$ cat src/rtl/cpu_slave_sm.sv
// 68030 register-space slave: synchronises AS_/DS_, strobes the register file once, returns 32-bit DSACK.
// Latency: strobes sampled low at e0 -> REG_RD/REG_WR after e2 -> DSACK low after e4+WAIT_STATES (RACK high).
// Backpressure: RACK low stalls in WAIT; CPU_SLAVE_BERR_TIMEOUT_EN adds a TIMEOUT-cycle bus-error escape.
module cpu_slave_sm #(
    parameter int unsigned WAIT_STATES = 0,
    parameter int unsigned TIMEOUT     = 255
) (
    input  logic CLK,
    input  logic aRESET_,
    input  logic AS_,
    input  logic DS_,
    input  logic RW,
    input  logic SEL,
    input  logic RACK,
    output logic REG_RD,
    output logic REG_WR,
    output logic DOE,
    output logic DSACK0_,
    output logic DSACK1_,
    output logic DSACK_OE,
    output logic BERR_,
    output logic BUSY
);

    // Elaboration-time parameter range checks.
    if (WAIT_STATES > 15) begin : g_bad_wait_states
        $error("cpu_slave_sm: WAIT_STATES must be 0..15");
    end
    if (TIMEOUT < 1 || TIMEOUT > 255) begin : g_bad_timeout
        $error("cpu_slave_sm: TIMEOUT must be 1..255");
    end

    typedef enum logic [2:0] {
        S_IDLE    = 3'd0,
        S_ACCESS  = 3'd1,
        S_WAIT    = 3'd2,
        S_ACK     = 3'd3,
        S_RELEASE = 3'd4,
        S_BERR    = 3'd5
    } state_t;

    state_t     state_q, state_d;
    logic       as_meta_q, as_sync_q;
    logic       ds_meta_q, ds_sync_q;
    logic [1:0] fill_q;
    logic       arm_q, arm_d;
    logic       rw_q, rw_d;
    logic [3:0] wcnt_q, wcnt_d;
    logic       reg_rd_d, reg_wr_d, doe_d, dsack_n_d, dsack_oe_d, busy_d;
`ifdef CPU_SLAVE_BERR_TIMEOUT_EN
    logic [7:0] tcnt_q, tcnt_d;
    logic       berr_n_q, berr_n_d;
`endif

    // Two-flop synchronisers for the asynchronous strobes; fill_q marks when sync output holds a real sample.
    always_ff @(posedge CLK or negedge aRESET_) begin
        if (!aRESET_) begin
            as_meta_q <= 1'b1;
            as_sync_q <= 1'b1;
            ds_meta_q <= 1'b1;
            ds_sync_q <= 1'b1;
            fill_q    <= 2'b00;
        end else begin
            as_meta_q <= AS_;
            as_sync_q <= as_meta_q;
            ds_meta_q <= DS_;
            ds_sync_q <= ds_meta_q;
            fill_q    <= {fill_q[0], 1'b1};
        end
    end

    // Next-state, counters and registered-output decode from the next state.
    always_comb begin
        state_d = state_q;
        rw_d    = rw_q;
        // Re-arm only after a genuine (post-reset) sample of AS_ negated: one access per AS_ assertion.
        arm_d   = arm_q | (fill_q[1] & as_sync_q);
        wcnt_d  = wcnt_q;
`ifdef CPU_SLAVE_BERR_TIMEOUT_EN
        tcnt_d  = tcnt_q;
`endif
        case (state_q)
            S_IDLE: begin
                if (arm_q && !as_sync_q && !ds_sync_q && SEL) begin
                    state_d = S_ACCESS;
                    rw_d    = RW;
                    arm_d   = 1'b0;
                end
            end
            S_ACCESS: begin
                wcnt_d  = 4'(WAIT_STATES);
`ifdef CPU_SLAVE_BERR_TIMEOUT_EN
                tcnt_d  = 8'(TIMEOUT);
`endif
                state_d = as_sync_q ? S_IDLE : S_WAIT;
            end
            S_WAIT: begin
                if (wcnt_q != 4'd0) wcnt_d = wcnt_q - 4'd1;
`ifdef CPU_SLAVE_BERR_TIMEOUT_EN
                if (tcnt_q != 8'd0) tcnt_d = tcnt_q - 8'd1;
`endif
                if (as_sync_q) begin
                    state_d = S_IDLE;
                end else if (wcnt_q == 4'd0 && RACK) begin
                    state_d = S_ACK;
`ifdef CPU_SLAVE_BERR_TIMEOUT_EN
                end else if (!RACK && tcnt_q <= 8'd1) begin
                    // Counter reaches zero on this edge with the register file still not ready.
                    state_d = S_BERR;
`endif
                end
            end
            S_ACK: begin
                if (as_sync_q) state_d = S_RELEASE;
            end
            S_RELEASE: begin
                state_d = S_IDLE;
            end
`ifdef CPU_SLAVE_BERR_TIMEOUT_EN
            S_BERR: begin
                if (as_sync_q) state_d = S_IDLE;
            end
`endif
            default: state_d = S_IDLE;
        endcase

        reg_rd_d   = (state_d == S_ACCESS) &&  rw_d;
        reg_wr_d   = (state_d == S_ACCESS) && !rw_d;
        dsack_n_d  = (state_d != S_ACK);
        dsack_oe_d = (state_d == S_ACK) || (state_d == S_RELEASE);
        doe_d      = (state_d == S_ACK) && rw_d;
        busy_d     = (state_d != S_IDLE);
`ifdef CPU_SLAVE_BERR_TIMEOUT_EN
        berr_n_d   = (state_d != S_BERR);
`endif
    end

    // State, capture and output registers.
    always_ff @(posedge CLK or negedge aRESET_) begin
        if (!aRESET_) begin
            state_q  <= S_IDLE;
            arm_q    <= 1'b0;
            rw_q     <= 1'b0;
            wcnt_q   <= 4'd0;
            REG_RD   <= 1'b0;
            REG_WR   <= 1'b0;
            DOE      <= 1'b0;
            DSACK0_  <= 1'b1;
            DSACK1_  <= 1'b1;
            DSACK_OE <= 1'b0;
            BUSY     <= 1'b0;
        end else begin
            state_q  <= state_d;
            arm_q    <= arm_d;
            rw_q     <= rw_d;
            wcnt_q   <= wcnt_d;
            REG_RD   <= reg_rd_d;
            REG_WR   <= reg_wr_d;
            DOE      <= doe_d;
            DSACK0_  <= dsack_n_d;
            DSACK1_  <= dsack_n_d;
            DSACK_OE <= dsack_oe_d;
            BUSY     <= busy_d;
        end
    end

`ifdef CPU_SLAVE_BERR_TIMEOUT_EN
    // Bus-error timeout counter and BERR_ output register.
    always_ff @(posedge CLK or negedge aRESET_) begin
        if (!aRESET_) begin
            tcnt_q   <= 8'd0;
            berr_n_q <= 1'b1;
        end else begin
            tcnt_q   <= tcnt_d;
            berr_n_q <= berr_n_d;
        end
    end
    assign BERR_ = berr_n_q;
`else
    assign BERR_ = 1'b1;
`endif

endmodule

$ cat config.mk
export PLATFORM = sky130hd
export DESIGN_NAME = cpu_slave_sm
export DESIGN_NICKNAME = d
export VERILOG_FILES = /design/src/rtl/cpu_slave_sm.sv
export SDC_FILE = /design/constraint.sdc
export NUM_CORES = 1
export LEC_CHECK = 0
export ABC_AREA = 1
export BUFFER_PORTS_ARGS = -buffer_cell sky130_fd_sc_hd__buf_2
export CORE_UTILIZATION = 60
export CTS_BUF_LIST = sky130_fd_sc_hd__clkbuf_8
export CTS_CLUSTER_SIZE = 10
export DETAILED_ROUTE_END_ITERATION = 12
export PLACE_DENSITY = 0.95
export SLEW_MARGIN = 10
export SYNTH_ARGS = -nofsm -noshare
export SYNTH_HDL_FRONTEND = slang
export SYNTH_SLANG_ARGS = --single-unit
$ cat constraint.sdc
create_clock -name CLK -period 2.31 [get_ports CLK]
set_input_delay 0.462 -clock CLK [delete_from_list [all_inputs] [get_ports CLK]]
set_output_delay 0.462 -clock CLK [all_outputs]
set_load 0.01 [all_outputs]
==> results.ini <==
[finish]
design_area_um2 = 978
drive_gt1_frac = 0.269
layout.nets = 114
area_delta_synth_final_pct = 13.8
fin_util = 0.743
largest_reg_flops = 4
largest-register = wcnt_q
antennaDiodeCount = 0
largestRegisters = wcnt_q x4, state_q x3, fill_q x2
fillers = 91

[setup_path]
regToRegEndpoint = DOE
max_stage_delay_ns = 0.53
crit_chain = buf_2
crit_cells = 1
cp.required_ns = 1.85
crit_path_start = DSACK1_
worstRegToRegCells = 6
crit_path_end = DSACK0_
rr_startpoint = wcnt_q[0]
reg2reg_slack_ns = 1.05
crit_family = flip-flops
startpoint_type = register
path_buf_inv = 1
critPathSlowestCell = dfstp_2
cp-end-kind = output pin
crit_arrival_ns = 0.90
crit_fanout = 2
critPathKind = register to output pin

[timing]
setup_viol = 0
rsz0062_at_grt = no
setup_ws_ns = 0.948
fin_crit_ns = 1.36
setup_tns_ns = 0
fmax_ghz = 0.734
hold_viol = 0
holdWs_ns = 0.140
fin_crit_sh = 0.589
slew_viol_final = 0
fin_worst_skew_ns = 0.00554

[routing]
wl_per_cell_um = 11.6
drtAntennaViolNets = 0
routed_via_density = 5.00
drt_pass1_iterations = 4
routed_wirelength_mm = 1.38
vias = 595
drcViolationCount = 0
first_iter_violations = 12

[hold_path]
min_path_type = primary input to async pin

[synth]
synth_adder_area_share = 0.0291
synthesis.area_um2 = 860
postSynthAreaPerCell_um2 = 9.77
async_flop_share = 1.00
synthSimpleGateAreaFrac = 0.211
synth-xor-area-share = 0.0102
synthMuxAreaShare = 0
synthFlopType = dfrtp_1
yosys_warnings = 0
synthCells = 88
ys_ff_latch = 21
synth-edff-count = 0
synth-compound-area-share = 0.0393
ys_seq_area_frac = 0.619
synth_top_family_by_area = simple AND/OR/NAND/NOR gates
yosys.cell_types.count = 19

[placed_design]
pre_cts_ws_ns = 1.08
dpl.hpwl_mm = 1.07
port-buffer-count = 13
gp_congestion = 0.848
post_dp_cell_area_um2 = 932

[grt]
grt_pass1_vias = 566
track_usage = 0.229
grt_max_degree = 22
antenna_found_initial = 0
grt.overflow.total = 0
grt_pass1_wl_mm = 2.28

[die]
start_util = 0.652
fp.dieArea_um2 = 1590
ios = 15
die_height_um = 39.9
core_um2 = 1320
rows = 13
die_width_um = 39.9

[cts]
postCtsSetupBuffers = 0
numCtsBuffers = 3
clk_path_buf_depth = 2
tritoncts = done
cts_sinks = 21
cts_resized = 0
clk_latency_ns = 0.26
clk_pin_slew_worst_paths_ns = 0.08
clock-root-buffer = clkbuf_8
cts.htree.levels = 1
hold_buffers = 0

[status]
outcome = completed

[power]
leakage_nw = 0.547
switchingPower_mw = 0.285
p_sw_frac = 0.313
ir_drop_uv = 543
power_density_nw_per_um2 = 930
seqPwrFrac = 0.497
intPower_mw = 0.626
pwr-share-comb = 0.248
clockPowerShare = 0.255

[job]
maxCapViolCount = 0

## routing by layer
layer,track usage,up-vias,wire length [µm]
met5,0,-,0
met4,0.103,0,14
met3,0.0568,2,57
met2,0.422,14,759
met1,0.239,286,544
li1,-,293,-
## cells in the final DEF (no fill, tap or decap), drive strengths merged, types with 2 or more instances in the layout
cell type | Yosys | layout
o21ai | 5 | 5
nand2 | 20 | 20
nand3 | 7 | 7
inv | 16 | 16
buf | 2 | 13
dfrtp | 16 | 16
dfstp | 5 | 5
clkbuf | 0 | 3
conb | 1 | 2
ha | 2 | 2
nor2 | 9 | 9
## cell usage after synthesis (all sizes together), types with 2 or more instances
library cell	instances	area, µm²
inv	16	60.1
buf	2	15.0
dfstp	5	131
nand2	20	82.6
nor2	9	43.8
o21ai	5	28.8
ha	2	25.0
nand3	7	35.0
dfrtp	16	400
## kinds of logic (layout without fill, tap and decap cells)
group	count (synthesis)	after routing
AOI/OAI and AO/OA	6	6
xor gates and xnor gates	1	1
adders and majority gates	2	2
buffers and inverters	18	33
DFF	21	21
other	1	2
and+or+nand+nor	39	39
## worst min path at each step
stage / cells after the start / endpoint / slack, ns / startpoint
5_1_grt: 1 / wcnt_q[1] / 0.18 / aRESET_
3_3_place_gp: 0 / fill_q[1] / 0.33 / fill_q[0]
6_report: 1 / wcnt_q[1] / 0.14 / aRESET_
2_1_floorplan: 0 / BUSY / 0.17 / aRESET_
3_5_place_dp: 0 / ds_sync_q / 0.35 / ds_meta_q
4_1_cts: 1 / wcnt_q[1] / 0.15 / aRESET_
## area by class of cell
class,count,area (µm²),share of cell area
well taps,15,18.8,0.0192
clock inverters,1,5.00,0.00512
clock buffers,3,41.3,0.0422
multi-input cells,50,256,0.262
flip-flops and latches,21,532,0.543
inverters,16,60.1,0.0614
repair buffers,13,65.1,0.0665
## per-stage QoR
stage | total power [mW] | cells
finish | 0.910 | 119
global route | 0.977 | 119
CTS | 0.918 | 119
detailed placement | 0.691 | 115
global placement | 0.670 | 115
floorplan | 0.628 | 89
## power by group through the flow
stage | sequential (mW) | clock [mW] | combinational, mW
finish | 0.453 | 0.232 | 0.226
global route | 0.458 | 0.245 | 0.273
CTS | 0.453 | 0.233 | 0.233
detailed placement | 0.460 | 0 | 0.232
global placement | 0.457 | 0 | 0.213
floorplan | 0.457 | 0 | 0.171
Note: power is estimated with default switching activity, not from simulation.
